<file path="src/rtl/pipelined_subtractor_pkg.sv">
// Shared definitions for the two-stage pipelined subtractor.
package pipelined_subtractor_pkg;

    localparam int DEFAULT_WIDTH = 7;
    localparam int MAX_WIDTH     = 64;

    // Carry out of an n-bit propagate/generate chain for a given carry-in.
    function automatic logic pg_carry_out(
        input logic [MAX_WIDTH-1:0] p,
        input logic [MAX_WIDTH-1:0] g,
        input logic                 cin,
        input int                   n
    );
        logic c;
        c = cin;
        for (int i = 0; i < MAX_WIDTH; i++) begin
            if (i < n) begin
                c = g[i] | (p[i] & c);
            end
        end
        return c;
    endfunction

endpackage

</file>
<file path="src/rtl/pipelined_subtractor_pg_prefix_chain.sv">
// Propagate/generate carry chain: per-bit carry-in values plus the final carry.
module pg_prefix_chain
    import pipelined_subtractor_pkg::*;
#(
    parameter int N = 4
) (
    input  logic [N-1:0] i_p,
    input  logic [N-1:0] i_g,
    input  logic         i_cin,
    output logic [N-1:0] o_carry,
    output logic         o_cout
);

    // w_c[i] is the carry entering bit i.
    logic [N-1:0]           w_c;
    logic [MAX_WIDTH-1:0]   w_p_ext;
    logic [MAX_WIDTH-1:0]   w_g_ext;

    assign w_c[0] = i_cin;

    genvar gi;
    generate
        for (gi = 0; gi < N - 1; gi++) begin : g_carry
            assign w_c[gi+1] = i_g[gi] | (i_p[gi] & w_c[gi]);
        end
    endgenerate

    assign o_carry = w_c;

    // Final carry comes from the shared helper so both halves agree on the rule.
    assign w_p_ext = MAX_WIDTH'(i_p);
    assign w_g_ext = MAX_WIDTH'(i_g);
    assign o_cout  = pg_carry_out(w_p_ext, w_g_ext, i_cin, N);

endmodule

</file>
<file path="src/rtl/pipelined_subtractor.sv">
// Two-stage registered subtractor (a - b) on a valid/ready stream.
// Stage 1 resolves the low LO_W bits, stage 2 the high bits plus flags.
module pipelined_subtractor
    import pipelined_subtractor_pkg::*;
#(
    parameter int WIDTH = DEFAULT_WIDTH,
    parameter int LO_W  = WIDTH / 2
) (
    input  logic             clk,
    input  logic             rst,
    input  logic             in_valid,
    output logic             in_ready,
    input  logic [WIDTH-1:0] a,
    input  logic [WIDTH-1:0] b,
    output logic             out_valid,
    input  logic             out_ready,
    output logic [WIDTH-1:0] diff,
    output logic             bout,
    output logic             ovf
);

    localparam int HI_W = WIDTH - LO_W;

    // Handshake
    logic w_adv1;
    logic w_adv2;
    logic w_in_fire;

    // Stage 1 combinational
    logic [WIDTH-1:0] w_p;
    logic [WIDTH-1:0] w_g;
    logic [LO_W-1:0]  w_lo_carry;
    logic             w_lo_cout;

    // Stage 1 registers
    logic             r_s1_valid;
    logic [LO_W-1:0]  r_s1_lo_diff;
    logic             r_s1_carry;
    logic [HI_W-1:0]  r_s1_hi_p;
    logic [HI_W-1:0]  r_s1_hi_g;
    logic             r_s1_a_msb;
    logic             r_s1_b_msb;

    // Stage 2 combinational
    logic [HI_W-1:0]  w_hi_carry;
    logic             w_hi_cout;
    logic [HI_W-1:0]  w_hi_diff;
    logic             w_ovf;

    // Stage 2 registers
    logic             r_s2_valid;
    logic [WIDTH-1:0] r_diff;
    logic             r_bout;
    logic             r_ovf;

    // A stage may advance when the stage downstream of it is free or draining.
    assign w_adv2    = !r_s2_valid || out_ready;
    assign w_adv1    = !r_s1_valid || w_adv2;
    assign in_ready  = w_adv1;
    assign w_in_fire = in_valid && w_adv1;

    // Subtraction as a + ~b + 1.
    assign w_p = a ^ ~b;
    assign w_g = a & ~b;

    pg_prefix_chain #(.N(LO_W)) u_lo_chain (
        .i_p     (w_p[LO_W-1:0]),
        .i_g     (w_g[LO_W-1:0]),
        .i_cin   (1'b1),
        .o_carry (w_lo_carry),
        .o_cout  (w_lo_cout)
    );

    // Stage 1: capture resolved low bits and the raw high-half p/g.
    always_ff @(posedge clk) begin
        if (rst) begin
            r_s1_valid   <= 1'b0;
            r_s1_lo_diff <= '0;
            r_s1_carry   <= 1'b0;
            r_s1_hi_p    <= '0;
            r_s1_hi_g    <= '0;
            r_s1_a_msb   <= 1'b0;
            r_s1_b_msb   <= 1'b0;
        end else begin
            if (w_adv1) begin
                r_s1_valid <= in_valid;
            end
            if (w_in_fire) begin
                r_s1_lo_diff <= w_p[LO_W-1:0] ^ w_lo_carry;
                r_s1_carry   <= w_lo_cout;
                r_s1_hi_p    <= w_p[WIDTH-1:LO_W];
                r_s1_hi_g    <= w_g[WIDTH-1:LO_W];
                r_s1_a_msb   <= a[WIDTH-1];
                r_s1_b_msb   <= b[WIDTH-1];
            end
        end
    end

    pg_prefix_chain #(.N(HI_W)) u_hi_chain (
        .i_p     (r_s1_hi_p),
        .i_g     (r_s1_hi_g),
        .i_cin   (r_s1_carry),
        .o_carry (w_hi_carry),
        .o_cout  (w_hi_cout)
    );

    assign w_hi_diff = r_s1_hi_p ^ w_hi_carry;
    assign w_ovf     = (r_s1_a_msb ^ r_s1_b_msb) & (w_hi_diff[HI_W-1] ^ r_s1_a_msb);

    // Stage 2: finish the high half; data only moves when a real result arrives,
    // so the output reads zero after reset until the first result.
    always_ff @(posedge clk) begin
        if (rst) begin
            r_s2_valid <= 1'b0;
            r_diff     <= '0;
            r_bout     <= 1'b0;
            r_ovf      <= 1'b0;
        end else if (w_adv2) begin
            r_s2_valid <= r_s1_valid;
            if (r_s1_valid) begin
                r_diff <= {w_hi_diff, r_s1_lo_diff};
                r_bout <= ~w_hi_cout;
                r_ovf  <= w_ovf;
            end
        end
    end

    // Masked during reset so no result leaves in the reset cycle.
    assign out_valid = r_s2_valid && !rst;
    assign diff      = r_diff;
    assign bout      = r_bout;
    assign ovf       = r_ovf;

endmodule

</file>
<file path="config.mk">
export PLATFORM = sky130hd
export DESIGN_NAME = pipelined_subtractor
export DESIGN_NICKNAME = d
export VERILOG_FILES = /design/src/rtl/pipelined_subtractor_pkg.sv /design/src/rtl/pipelined_subtractor_pg_prefix_chain.sv /design/src/rtl/pipelined_subtractor.sv
export SDC_FILE = /design/constraint.sdc
export NUM_CORES = 1
export LEC_CHECK = 0
export CORE_MARGIN = 5
export CORE_UTILIZATION = 49
export CTS_CLUSTER_SIZE = 30
export DETAILED_ROUTE_END_ITERATION = 10
export PLACE_DENSITY = 0.87
export SYNTH_ARGS = -nofsm -noshare
export SYNTH_HDL_FRONTEND = slang
export SYNTH_SLANG_ARGS = --single-unit
</file>
<file path="constraint.sdc">
create_clock -name clk -period 2.6 [get_ports clk]
set_input_delay 0.26 -clock clk [delete_from_list [all_inputs] [get_ports clk]]
set_output_delay 0.26 -clock clk [all_outputs]
set_load 0.1 [all_outputs]
</file>
## Word level (Yosys, flattened, before mapping)

Cells that the tools add are included.

| operators by class | value |
|---|---|
| reduce and logical (&&, ||, !) cells | 8 |
| $lt $le $gt $ge | 0 |
| add/subtract/negate cells | 0 |
| mux-type cells | 0 |
| multiply operators | 0 |
| equal/unequal tests | 0 |
| shift operators | 0 |
| bitwise operators | 22 |
| div/mod/pow operators | 0 |

Operator list:

| cell | count |
|---|---|
| 1-bit bitwise AND | 7 |
| 7-bit bitwise AND | 1 |
| 7-bit NOT | 1 |
| 1-bit OR | 7 |
| 7-bit XOR | 1 |
| 4-bit XOR | 1 |
| 1-bit zero test | 3 |
| 3-bit XOR | 1 |
| 1-bit logical AND | 2 |
| 1-bit logical OR | 2 |
| 2-bit AND reduction | 1 |
| 1-bit XOR | 2 |
| 1-bit NOT | 1 |

| storage, ports and cells | value |
|---|---|
| bits of input ports | 18 |
| memory bits (writable) | 0 |
| output and inout port bits | 11 |
| flip-flop bits (word level) | 25 |
| memories | 0 |
| logic and storage cells | 41 |
| bits in latches | 0 |
| bits in read-only memories | 0 |

## Longest topological paths before layout

Gate-level depths: netlist of run 1.

| logic depth | value |
|---|---|
| depth after elaboration | 9 |
| gate-level depth with buffers | 10 |
| depth with buffers taken out | 10 |

## By module

Synthesis of run 1 repeated with hierarchy kept, for this count alone.

| second synthesis, totals | value |
|---|---|
| cell total of the unflattened synthesis | 141 |
| area, all modules | 1214.9 um^2 |

Modules (own cells, without submodules):

| module | instances | seq. area each (um^2) | area an instance (um^2) | cells an instance |
|---|---|---|---|---|
| pipelined_subtractor | 1 | 500.5 | 1129.8 | 130 |
| pg_prefix_chain at u_hi_chain | 1 | 0.0 | 46.3 | 6 |
| pg_prefix_chain at u_lo_chain | 1 | 0.0 | 38.8 | 5 |

## Worst setup path after synthesis of run 1

OpenSTA, ideal clock, no wires.

| timing | value |
|---|---|
| path type | register -> register |
| start | register r_s1_carry |
| end | register r_bout, in the netlist bout |
| period minus slack after synthesis | 2400 ps |
| buffers on the path | 0 |
| required time | 2530 ps |
| arrival time | 2330 ps |
| stages on the path, launching flop included | 10 |
| slack | 200 ps |
| cell sequence | dfxtp_1 -> ha_1 -> or2_2 -> ha_1 -> or2_2 -> ha_1 -> or2_2 -> ha_1 -> or4_1 -> a21oi_1 |

| between the ends | value |
|---|---|
| word-level cells in the longest chain between the ends | 9 |

Ends and longest elaborated chain:

| item | RTL line | RTL |
|---|---|---|
| start: declaration | pipelined_subtractor.sv:38 | `logic r_s1_carry;` |
| start signal: assignment | pipelined_subtractor.sv:90 | `r_s1_carry <= w_lo_cout;` |
| 1-bit bitwise AND | pipelined_subtractor_pkg.sv:18 | `c = g[i] \| (p[i] & c);` |
| 1-bit OR | pipelined_subtractor_pkg.sv:18 |  |
| 1-bit bitwise AND | pipelined_subtractor_pkg.sv:18 |  |
| 1-bit OR | pipelined_subtractor_pkg.sv:18 |  |
| 1-bit bitwise AND | pipelined_subtractor_pkg.sv:18 |  |
| 1-bit OR | pipelined_subtractor_pkg.sv:18 |  |
| 1-bit bitwise AND | pipelined_subtractor_pkg.sv:18 |  |
| 1-bit OR | pipelined_subtractor_pkg.sv:18 |  |
| 1-bit NOT | pipelined_subtractor.sv:122 | `r_bout <= ~w_hi_cout;` |
| end signal: assignment | pipelined_subtractor.sv:122 |  |
| end: declaration | pipelined_subtractor.sv:53 | `logic r_bout;` |

Every way passes these cells.
A chain may end at the register's enable or synchronous reset.

## Final worst setup path of run 1

| timing | value |
|---|---|
| start | register r_s1_carry |
| end | register r_ovf, in the netlist ovf |

| between the ends | value |
|---|---|
| word-level cells in the longest chain between the ends | 9 |

Ends and longest elaborated chain:

| item | RTL line | RTL |
|---|---|---|
| 1-bit bitwise AND | pipelined_subtractor_pg_prefix_chain.sv:24 | `assign w_c[gi+1] = i_g[gi] \| (i_p[gi] & w_c[gi]);` |
| 1-bit OR | pipelined_subtractor_pg_prefix_chain.sv:24 |  |
| 1-bit bitwise AND | pipelined_subtractor_pg_prefix_chain.sv:24 |  |
| 1-bit OR | pipelined_subtractor_pg_prefix_chain.sv:24 |  |
| 1-bit bitwise AND | pipelined_subtractor_pg_prefix_chain.sv:24 |  |
| 1-bit OR | pipelined_subtractor_pg_prefix_chain.sv:24 |  |
| 4-bit XOR | pipelined_subtractor.sv:107 | `assign w_hi_diff = r_s1_hi_p ^ w_hi_carry;` |
| named net w_hi_diff[3] | pipelined_subtractor.sv:47 | `logic [HI_W-1:0] w_hi_diff;` |
| 1-bit XOR | pipelined_subtractor.sv:108 | `assign w_ovf = (r_s1_a_msb ^ r_s1_b_msb) & (w_hi_diff[HI_W-1] ^ r_s1_a_msb);` |
| 1-bit bitwise AND | pipelined_subtractor.sv:108 |  |
| end signal: assignment | pipelined_subtractor.sv:123 | `r_ovf <= w_ovf;` |
| end: declaration | pipelined_subtractor.sv:54 | `logic r_ovf;` |

The timed path passes the listed nets, and every way through them passes these cells.

==> results of run 1 <==
-- registers in the layout (all words and copies together), names as in the netlist, 3 cells and up --
name and flops:
r_s1_lo_diff 3, diff 7, r_s1_hi_p 4, r_s1_hi_g 4
-- tightest hold or removal path: stages (launching register included) --
cell and delay [ns]:
dfxtp_1 0.33, nand2b_1 0.06, mux2i_1 0.06
-- cell usage after synthesis (all sizes together) (3+ instances only) --
library cell,count,share of area [%]
dfxtp,25,40
nand2b,24,12
a21oi,15,6.3
mux2i,12,9.6
inv,10,3.0
ha,9,9.0
o21ai,8,3.2
nand3,7,2.8
buf,5,3.0
clkbuf,3,0.90
or2,3,1.5
-- worst min path at each step --
stage	cells after the start	to
2_1_floorplan	2	r_s1_b_msb$_SDFFE_PP0P_
3_3_place_gp	2	r_s1_hi_g[1]$_SDFFE_PP0P_
3_5_place_dp	2	r_s1_hi_g[1]$_SDFFE_PP0P_
4_1_cts	2	diff[2]$_SDFFE_PP0P_
5_1_grt	2	diff[0]$_SDFFE_PP0P_
6_report	2	r_s1_hi_g[1]$_SDFFE_PP0P_
-- layer usage --
metal  part of all wire, %  GRT usage, %  up-vias
li1                      -             -      501
met1                    46          18.5      450
met2                    46          23.7       22
met3                   5.3          3.62        5
met4                   2.5          8.36        0
met5                     0             0        -
-- power groups by stage --
stage	combinational (mW)	clock (mW)	sequential [mW]
finish	0.186	0.175	0.424
floorplan	0.0842	0	0.474
global route	0.202	0.201	0.427
global placement	0.180	0	0.430
detailed placement	0.186	0	0.432
CTS	0.187	0.188	0.423
-- logic make-up after synthesis --
kind of cell	count (synthesis)	synth area share [%]
simple gates	41	20.1
fa+ha+maj	11	12.2
flops	25	39.9
mux	12	9.58
compound gates	26	11.4
buf+inv	18	6.89
-- area by class of cell --
cell class              count  area (um2)  area share [%]
clock buffers               3        22.5            1.44
clock inverters             1        5.00           0.320
inverters                  10        37.5            2.40
multi-input cells          90         679            43.4
flip-flops and latches     25         502            32.1
well taps                  30        37.5            2.40
repair buffers             30         280            17.9
-- metrics by stage --
| step | setup WS [ns] | std cells | total power, mW | util (%) | hold slack (ns) |
|---|---|---|---|---|---|
| after floorplan | 0.200 | 133 | 0.558 | - | 0.415 |
| after global placement | 0.164 | 185 | 0.610 | 62.0 | 0.455 |
| after detailed placement | 0.0775 | 185 | 0.617 | 62.0 | 0.455 |
| after CTS | 0.0682 | 189 | 0.798 | 63.1 | 0.477 |
| after global routing | 0.00295 | 189 | 0.830 | 63.7 | 0.506 |
| final | 0.0983 | 189 | 0.785 | 63.7 | 0.482 |
-- repair_timing --
item / in CTS / in global routing
gates resized for setup: 0 / 2
buffers inserted: 0 / 0
endpoints found under the setup margin: 0 / 2
==> flow_summary.ini, run 1 <==
[status]
status = completed

[global_routing]
grt_pass1_vias = 915
grtUsageTotal_pct = 14.9
overflow = 0
grt_max_degree = 21
grt_pass1_wl_um = 4040
grt_antenna_before_repair = 0

[placed_design]
placed_cell_area_mm2 = 0.00152
dp_hpwl_um = 1830
routabilityCongestion = 0.762
numPortBuffers = 28

[sta]
final.min_clock_period_ns = 2.50
tightest_slew_ns = 0.978
finalHoldViolations = 0
max_freq_mhz = 400
fin_worst_skew_ns = 0.00267
rsz0062_at_grt = false
setup_viol = 0
finalSetupTns_ns = 0
max-slew-margin-rel_pct = 34.8
fin_crit_sh_pct = 96.2
drv_slew = 0

[setup_path]
cp_cell_sequence = ha_1, or2_2, ha_1, or2_2, ha_1, or2_2, ha_4, and3b_1, a21oi_1, a311oi_1
r2r_end = ovf$_SDFFE_PP0P_
r2r_cells = 10
critPathMaxFanout = 3
cpLargestDelayFamily = simple AND/OR/NAND/NOR gates
crit_cells = 10
crit_path_max_incr_delay_ns = 0.34
critPathArrivalTime_ns = 2.75
r2r_start = r_s1_carry$_SDFFE_PP0P_
cp-startpoint = r_s1_carry$_SDFFE_PP0P_
critical_path_class = register to register
ff2ff_setup_slack_ns = 0.1
cp-end-kind = register
cpMaxStageDelayCell = dfxtp_2
cp.required_ns = 2.84
cp-endpoint = ovf$_SDFFE_PP0P_
startpoint_type = register
critPathBufInv = 0

[synth]
syn-num-nets = 162
synth-main-ff-cell = dfxtp_1
ys_ff_latch = 25
ys_types = 23
synth-edff-count = 0
yosysSeqAreaShare_pct = 39.9
syn_inst = 133
yosys_warnings = 0
synth_area_mm2 = 0.00125
async_reset_ff_share_pct = 0
avgSynthCellArea_um2 = 9.43

[finish]
final_area_mm2 = 0.00156
diodes = 0
nFillCells = 217
layout_common_cells = nand2b_1 (24), dfxtp_1 (24), clkdlybuf4s50_1 (17)
syn2layout_area_growth_pct = 24.8
drive_gt1_share_pct = 14.5
nNetsFinal = 189

[power_and_ir_drop]
switching_power_mw = 0.242
p_leak_nw = 0.682
comb_power_share_pct = 23.7
power.density_mw_per_mm2 = 502
swShare_pct = 30.9
p_int_mw = 0.542
clock_power_share_pct = 22.3
ir_drop_v = 0.000287
pwr-share-seq_pct = 54.0

[clocking]
cts_tree = done
clockBufferDepth = 2
clk_latency_ns = 0.32
cts_num_sinks = 25
cts_buffers = 3
htreeDepth = 1
cts_root_buf = clkbuf_4
holdBufCountCts = 0
clk_pin_slew_worst_paths_ns = 0.13

[worst_hold_path]
holdCritStartpoint = r_s1_hi_g[1]$_SDFFE_PP0P_
min_path_type = register to register

[floorplan]
die_h_um = 60.6
start_util_pct = 51.1
top_level_ports = 29
dieWidth_um = 60.6
coreArea_mm2 = 0.00245
rows = 18
die-area_mm2 = 0.00367

[routing]
dr.pass1.iters = 4
routedWlPerCell_um = 12.6
vias = 978
post_drt_via_cell_ratio = 5.17
detail-route-antenna-nets = 0
drc = 0
drtIter0Drc = 28
wl_um = 2380

[job]
drv_cap = 0
(Power assumes the default switching activity.)
==> run 2: changes to the inputs <==
- REMOVE_ABC_BUFFERS: default -> 1
==> run 2 against run 1 <==
  * Highest routed layer unchanged
  * Maximum frequency down 0.55%
  * First-iteration DRC count down 11%
  * Worst hold slack worse by 0.0031 ns
  * Sequential power about the same
  * Global-route usage up 1.6 points
  * Critical endpoint unchanged
  * Clock power about the same
  * Sequential share of layout area down 0.53 points
  * Design area up 1.7%
  * Via count unchanged
  * Final cell count up 1.1%
  * Combinational power up 4%
  * Clock-buffer cell count up 1
==> flow_summary.ini, run 2 (synthesis results as in run 1) <==
[routing]
drtIter0Drc = 25
routedWlPerCell_um = 14.1
wl_um = 2680
vias = 978
drc = 0
post_drt_via_cell_ratio = 5.12
dr.pass1.iters = 4
detail-route-antenna-nets = 0

[finish]
syn2layout_area_growth_pct = 26.8
nFillCells = 199
largest_reg_flops = 7
register_area_um2 = 502
diodes = 0
multi_input_area_um2 = 692
nNetsFinal = 191
drive_gt1_share_pct = 16.8
layout_common_cells = nand2b_1 (24), dfxtp_1 (24), clkdlybuf4s50_1 (17)

[global_routing]
grtUsageTotal_pct = 16.5
overflow = 0
grt_pass1_wl_um = 4550
grt_antenna_before_repair = 0
grt_pass1_vias = 1043
grt_max_degree = 22

[sta]
max-slew-margin-rel_pct = 70.2
drv_slew = 0
rsz0062_at_grt = false
fin_crit_sh_pct = 96.8
finalSetupTns_ns = 0
tightest_slew_ns = 0.446
max_freq_mhz = 398
setup_viol = 0
fin_worst_skew_ns = 0.00376
final.min_clock_period_ns = 2.52
finalHoldViolations = 0

[power_and_ir_drop]
ir_drop_v = 0.000710
power.density_mw_per_mm2 = 496
power_mw = 0.789
p_leak_nw = 0.687

[setup_path]
cp-endpoint = ovf$_SDFFE_PP0P_
cp-startpoint = r_s1_carry$_SDFFE_PP0P_
r2r_end = ovf$_SDFFE_PP0P_
startpoint_type = register
critical_path_class = register to register
r2r_cells = 10
cp-end-kind = register
critPathMaxFanout = 3
cp.required_ns = 2.83
r2r_start = r_s1_carry$_SDFFE_PP0P_
critPathArrivalTime_ns = 2.74
ff2ff_setup_slack_ns = 0.08

[floorplan]
dieWidth_um = 60.6
rows = 18
top_level_ports = 29
die_h_um = 60.6
start_util_pct = 51.1
coreArea_mm2 = 0.00245
die-area_mm2 = 0.00367

[placed_design]
dp_hpwl_um = 2040
numPortBuffers = 28
routabilityCongestion = 0.831

[clocking]
clockBufferDepth = 2
cts_tree = done
cts_buffers = 3
post_cts_buffers = 0
cts_num_sinks = 25
cts_root_buf = clkbuf_4
clk_pin_slew_worst_paths_ns = 0.13
clk_latency_ns = 0.31
htreeDepth = 1

[status]
status = completed

[worst_hold_path]
min_path_type = register to register

[job]
drv_cap = 0
[run 2: worst min path at each step]
stage,startpoint,depth (start not counted),end
3_5_place_dp,r_s1_lo_diff[0]$_SDFFE_PP0P_,2,diff[0]$_SDFFE_PP0P_
2_1_floorplan,rst,1,bout$_SDFFE_PP0P_
3_3_place_gp,r_s1_lo_diff[0]$_SDFFE_PP0P_,2,diff[0]$_SDFFE_PP0P_
4_1_cts,r_s1_lo_diff[0]$_SDFFE_PP0P_,2,diff[0]$_SDFFE_PP0P_
5_1_grt,r_s1_lo_diff[1]$_SDFFE_PP0P_,2,diff[1]$_SDFFE_PP0P_
6_report,r_s1_lo_diff[0]$_SDFFE_PP0P_,2,diff[0]$_SDFFE_PP0P_
[run 2: timing repair]
action / in CTS / in global routing
setup endpoints to repair: 1 / 2
gates resized for setup: 1 / 5
hold buffers: 0 / 0
pin swaps: 1 / 2
[run 2: worst max-delay path: stages (launching register included)]
cell and delay (ns):
dfxtp_2 0.35, ha_2 0.18, or2_2 0.28, ha_1 0.18, or2_2 0.27, ha_1 0.18
or2_4 0.23, ha_4 0.27, and3b_1 0.17, a21oi_1 0.05, a311oi_1 0.28
[run 2: stage by stage]
step | instances | hold slack [ns] | instance area, um2 | util, % | setup WS [ns]
6_report | 191 | 0.479 | 1590 | 64.8 | 0.0844
5_1_grt | 191 | 0.500 | 1590 | 64.8 | 0.0255
4_1_cts | 191 | 0.477 | 1580 | 64.2 | 0.00269
3_5_place_dp | 187 | 0.460 | 1540 | 62.6 | 0.0376
3_3_place_gp | 187 | 0.453 | 1540 | 62.6 | 0.162
2_1_floorplan | 125 | 0.329 | 1200 | - | 0.200
[run 2: power breakdown]
part,switching [mW],leakage (nW),internal [mW]
Clock,0.112,0.0150,0.0600
Combinational,0.112,0.467,0.0806
Sequential,0.0179,0.206,0.407
[run 2: layer usage]
| metal | vias to the layer above | share of wire, % | track usage (%) |
|---|---|---|---|
| li1 | 500 | - | - |
| met1 | 453 | 41 | 19.0 |
| met2 | 21 | 53 | 29.5 |
| met3 | 4 | 5.2 | 5.74 |
| met4 | 0 | 1.0 | 3.72 |
| met5 | - | 0 | 0 |
[run 2: area by class of cell]
type                    instances  area share (%)
multi-input cells              90            43.5
flip-flops and latches         25            31.5
well taps                      30            2.36
inverters                      10            2.36
repair buffers                 32            18.6
clock buffers                   4            1.65
==> run 3: changes to the inputs <==
- MAX_ROUTING_LAYER: default -> met4
==> run 3 against run 2 <==
  * Clock power about the same
  * Register-to-register slack about the same
  * Wire length rose by 0.22%
  * Setup slack worse by 0.0018 ns
  * Clock-buffer cell count is the same
  * Sequential cell count is the same
  * Critical endpoint unchanged
==> flow_summary.ini, run 3 (synthesis results as in run 1) <==
[routing]
wl_um = 2690
detail-route-antenna-nets = 0
dr.pass1.iters = 4
routedWlPerCell_um = 14.1
post_drt_via_cell_ratio = 5.26
drc = 0
drtIter0Drc = 28
vias = 1004

[clocking]
clk_latency_ns = 0.31
clk_pin_slew_worst_paths_ns = 0.13
holdBufCountCts = 0
htreeDepth = 1
cts_tree = done
cts_buffers = 3
clockBufferDepth = 2
cts_num_sinks = 25
cts_root_buf = clkbuf_4

[setup_path]
cp-end-kind = register
critical_path_class = register to register
critPathArrivalTime_ns = 2.74
cp.required_ns = 2.82
critPathMaxFanout = 3
startpoint_type = register

[power_and_ir_drop]
power.density_mw_per_mm2 = 497
ir_drop_v = 0.000707
p_leak_nw = 0.687

[worst_hold_path]
min_path_type = register to register

[floorplan]
coreArea_mm2 = 0.00245
dieWidth_um = 60.6
die-area_mm2 = 0.00367
rows = 18
start_util_pct = 51.1
top_level_ports = 29
die_h_um = 60.6

[finish]
drive_gt1_share_pct = 16.8
layout_common_cells = nand2b_1 (24), dfxtp_1 (24), clkdlybuf4s50_1 (17)
largest_reg_flops = 7
nNetsFinal = 191
nFillCells = 199
syn2layout_area_growth_pct = 26.8
diodes = 0

[sta]
tightest_slew_ns = 0.446
finalSetupTns_ns = 0
setup_viol = 0
rsz0062_at_grt = false
final.min_clock_period_ns = 2.52
finalHoldViolations = 0
max-slew-margin-rel_pct = 70.2
fin_ws_ns = 0.0826
fin_crit_sh_pct = 96.8
max_freq_mhz = 397
drv_slew = 0
fin_worst_skew_ns = 0.00197

[placed_design]
dp_hpwl_um = 2040
place_ws_ns = 0.0376
numPortBuffers = 28
routabilityCongestion = 0.844

[global_routing]
grt_antenna_before_repair = 0
grt_max_degree = 22
grt_pass1_wl_um = 4550
grtUsageTotal_pct = 17.0
grt_pass1_vias = 1044
overflow = 0

[status]
status = completed

[job]
drv_cap = 0
==> run 3: cell counts in the layout (fill, tap and decap cells not counted) <==
No cell type changed its count.
==> run 3: where the power goes <==
group / internal (mW) / leakage, nW / switching, mW / total [mW]
clock network: 0.0600 / 0.0150 / 0.112 / 0.172
registers: 0.407 / 0.206 / 0.0179 / 0.425
logic: 0.0805 / 0.467 / 0.112 / 0.193
total: 0.548 / 0.687 / 0.242 / 0.790
==> run 3: worst max-delay path, cell delays in order (launching register included) <==
cell      delay [ns]
dfxtp_2         0.35
ha_2            0.18
or2_2           0.28
ha_1            0.18
or2_2           0.27
ha_1            0.18
or2_4           0.23
ha_4            0.27
and3b_1         0.17
a21oi_1         0.05
a311oi_1        0.28
==> run 3: repair_timing <==
item	4_1_cts	5_1_grt
pin swaps	1	2
buffers inserted	0	0
gates resized for setup	1	5
endpoints found under the setup margin	1	2
==> run 3: worst paths after layout <==
| kind | endpoint | cells past startpoint | slack, ns | startpoint |
|---|---|---|---|---|
| worst min register to register | diff[0]$_SDFFE_PP0P_ | 2 | 0.48 | r_s1_lo_diff[0]$_SDFFE_PP0P_ |
| worst min-delay path | diff[0]$_SDFFE_PP0P_ | 2 | 0.48 | r_s1_lo_diff[0]$_SDFFE_PP0P_ |
| worst max-delay path | ovf$_SDFFE_PP0P_ | 10 | 0.08 | r_s1_carry$_SDFFE_PP0P_ |
| worst max register to register | ovf$_SDFFE_PP0P_ | 10 | 0.08 | r_s1_carry$_SDFFE_PP0P_ |
==> run 3: layout make-up <==
| cell class | instances | area, um2 | share of cell area, % |
|---|---|---|---|
| inverters | 10 | 37.5 | 2.36 |
| well taps | 30 | 37.5 | 2.36 |
| clock buffers | 4 | 26.3 | 1.65 |
| repair buffers | 32 | 295 | 18.6 |
| flip-flops and latches | 25 | 502 | 31.5 |
| multi-input cells | 90 | 692 | 43.5 |
==> run 3: per-stage QoR <==
step | utilization [%] | instance area (um2) | hold WS [ns] | std cells | total power [mW]
finish | 64.8 | 1590 | 0.479 | 191 | 0.790
global route | 64.8 | 1590 | 0.500 | 191 | 0.834
CTS | 64.2 | 1580 | 0.477 | 191 | 0.786
detailed placement | 62.6 | 1540 | 0.460 | 187 | 0.620
global placement | 62.6 | 1540 | 0.453 | 187 | 0.612
floorplan | - | 1200 | 0.329 | 125 | 0.548
==> run 3: layer usage <==
metal | global-route usage (%) | wire, um | up-vias
met3 | 5.32 | 152 | 8
li1 | - | - | 500
met4 | 3.72 | 40 | 0
met2 | 29.5 | 1390 | 33
met1 | 19.2 | 1100 | 463
met5 | - | 0 | -
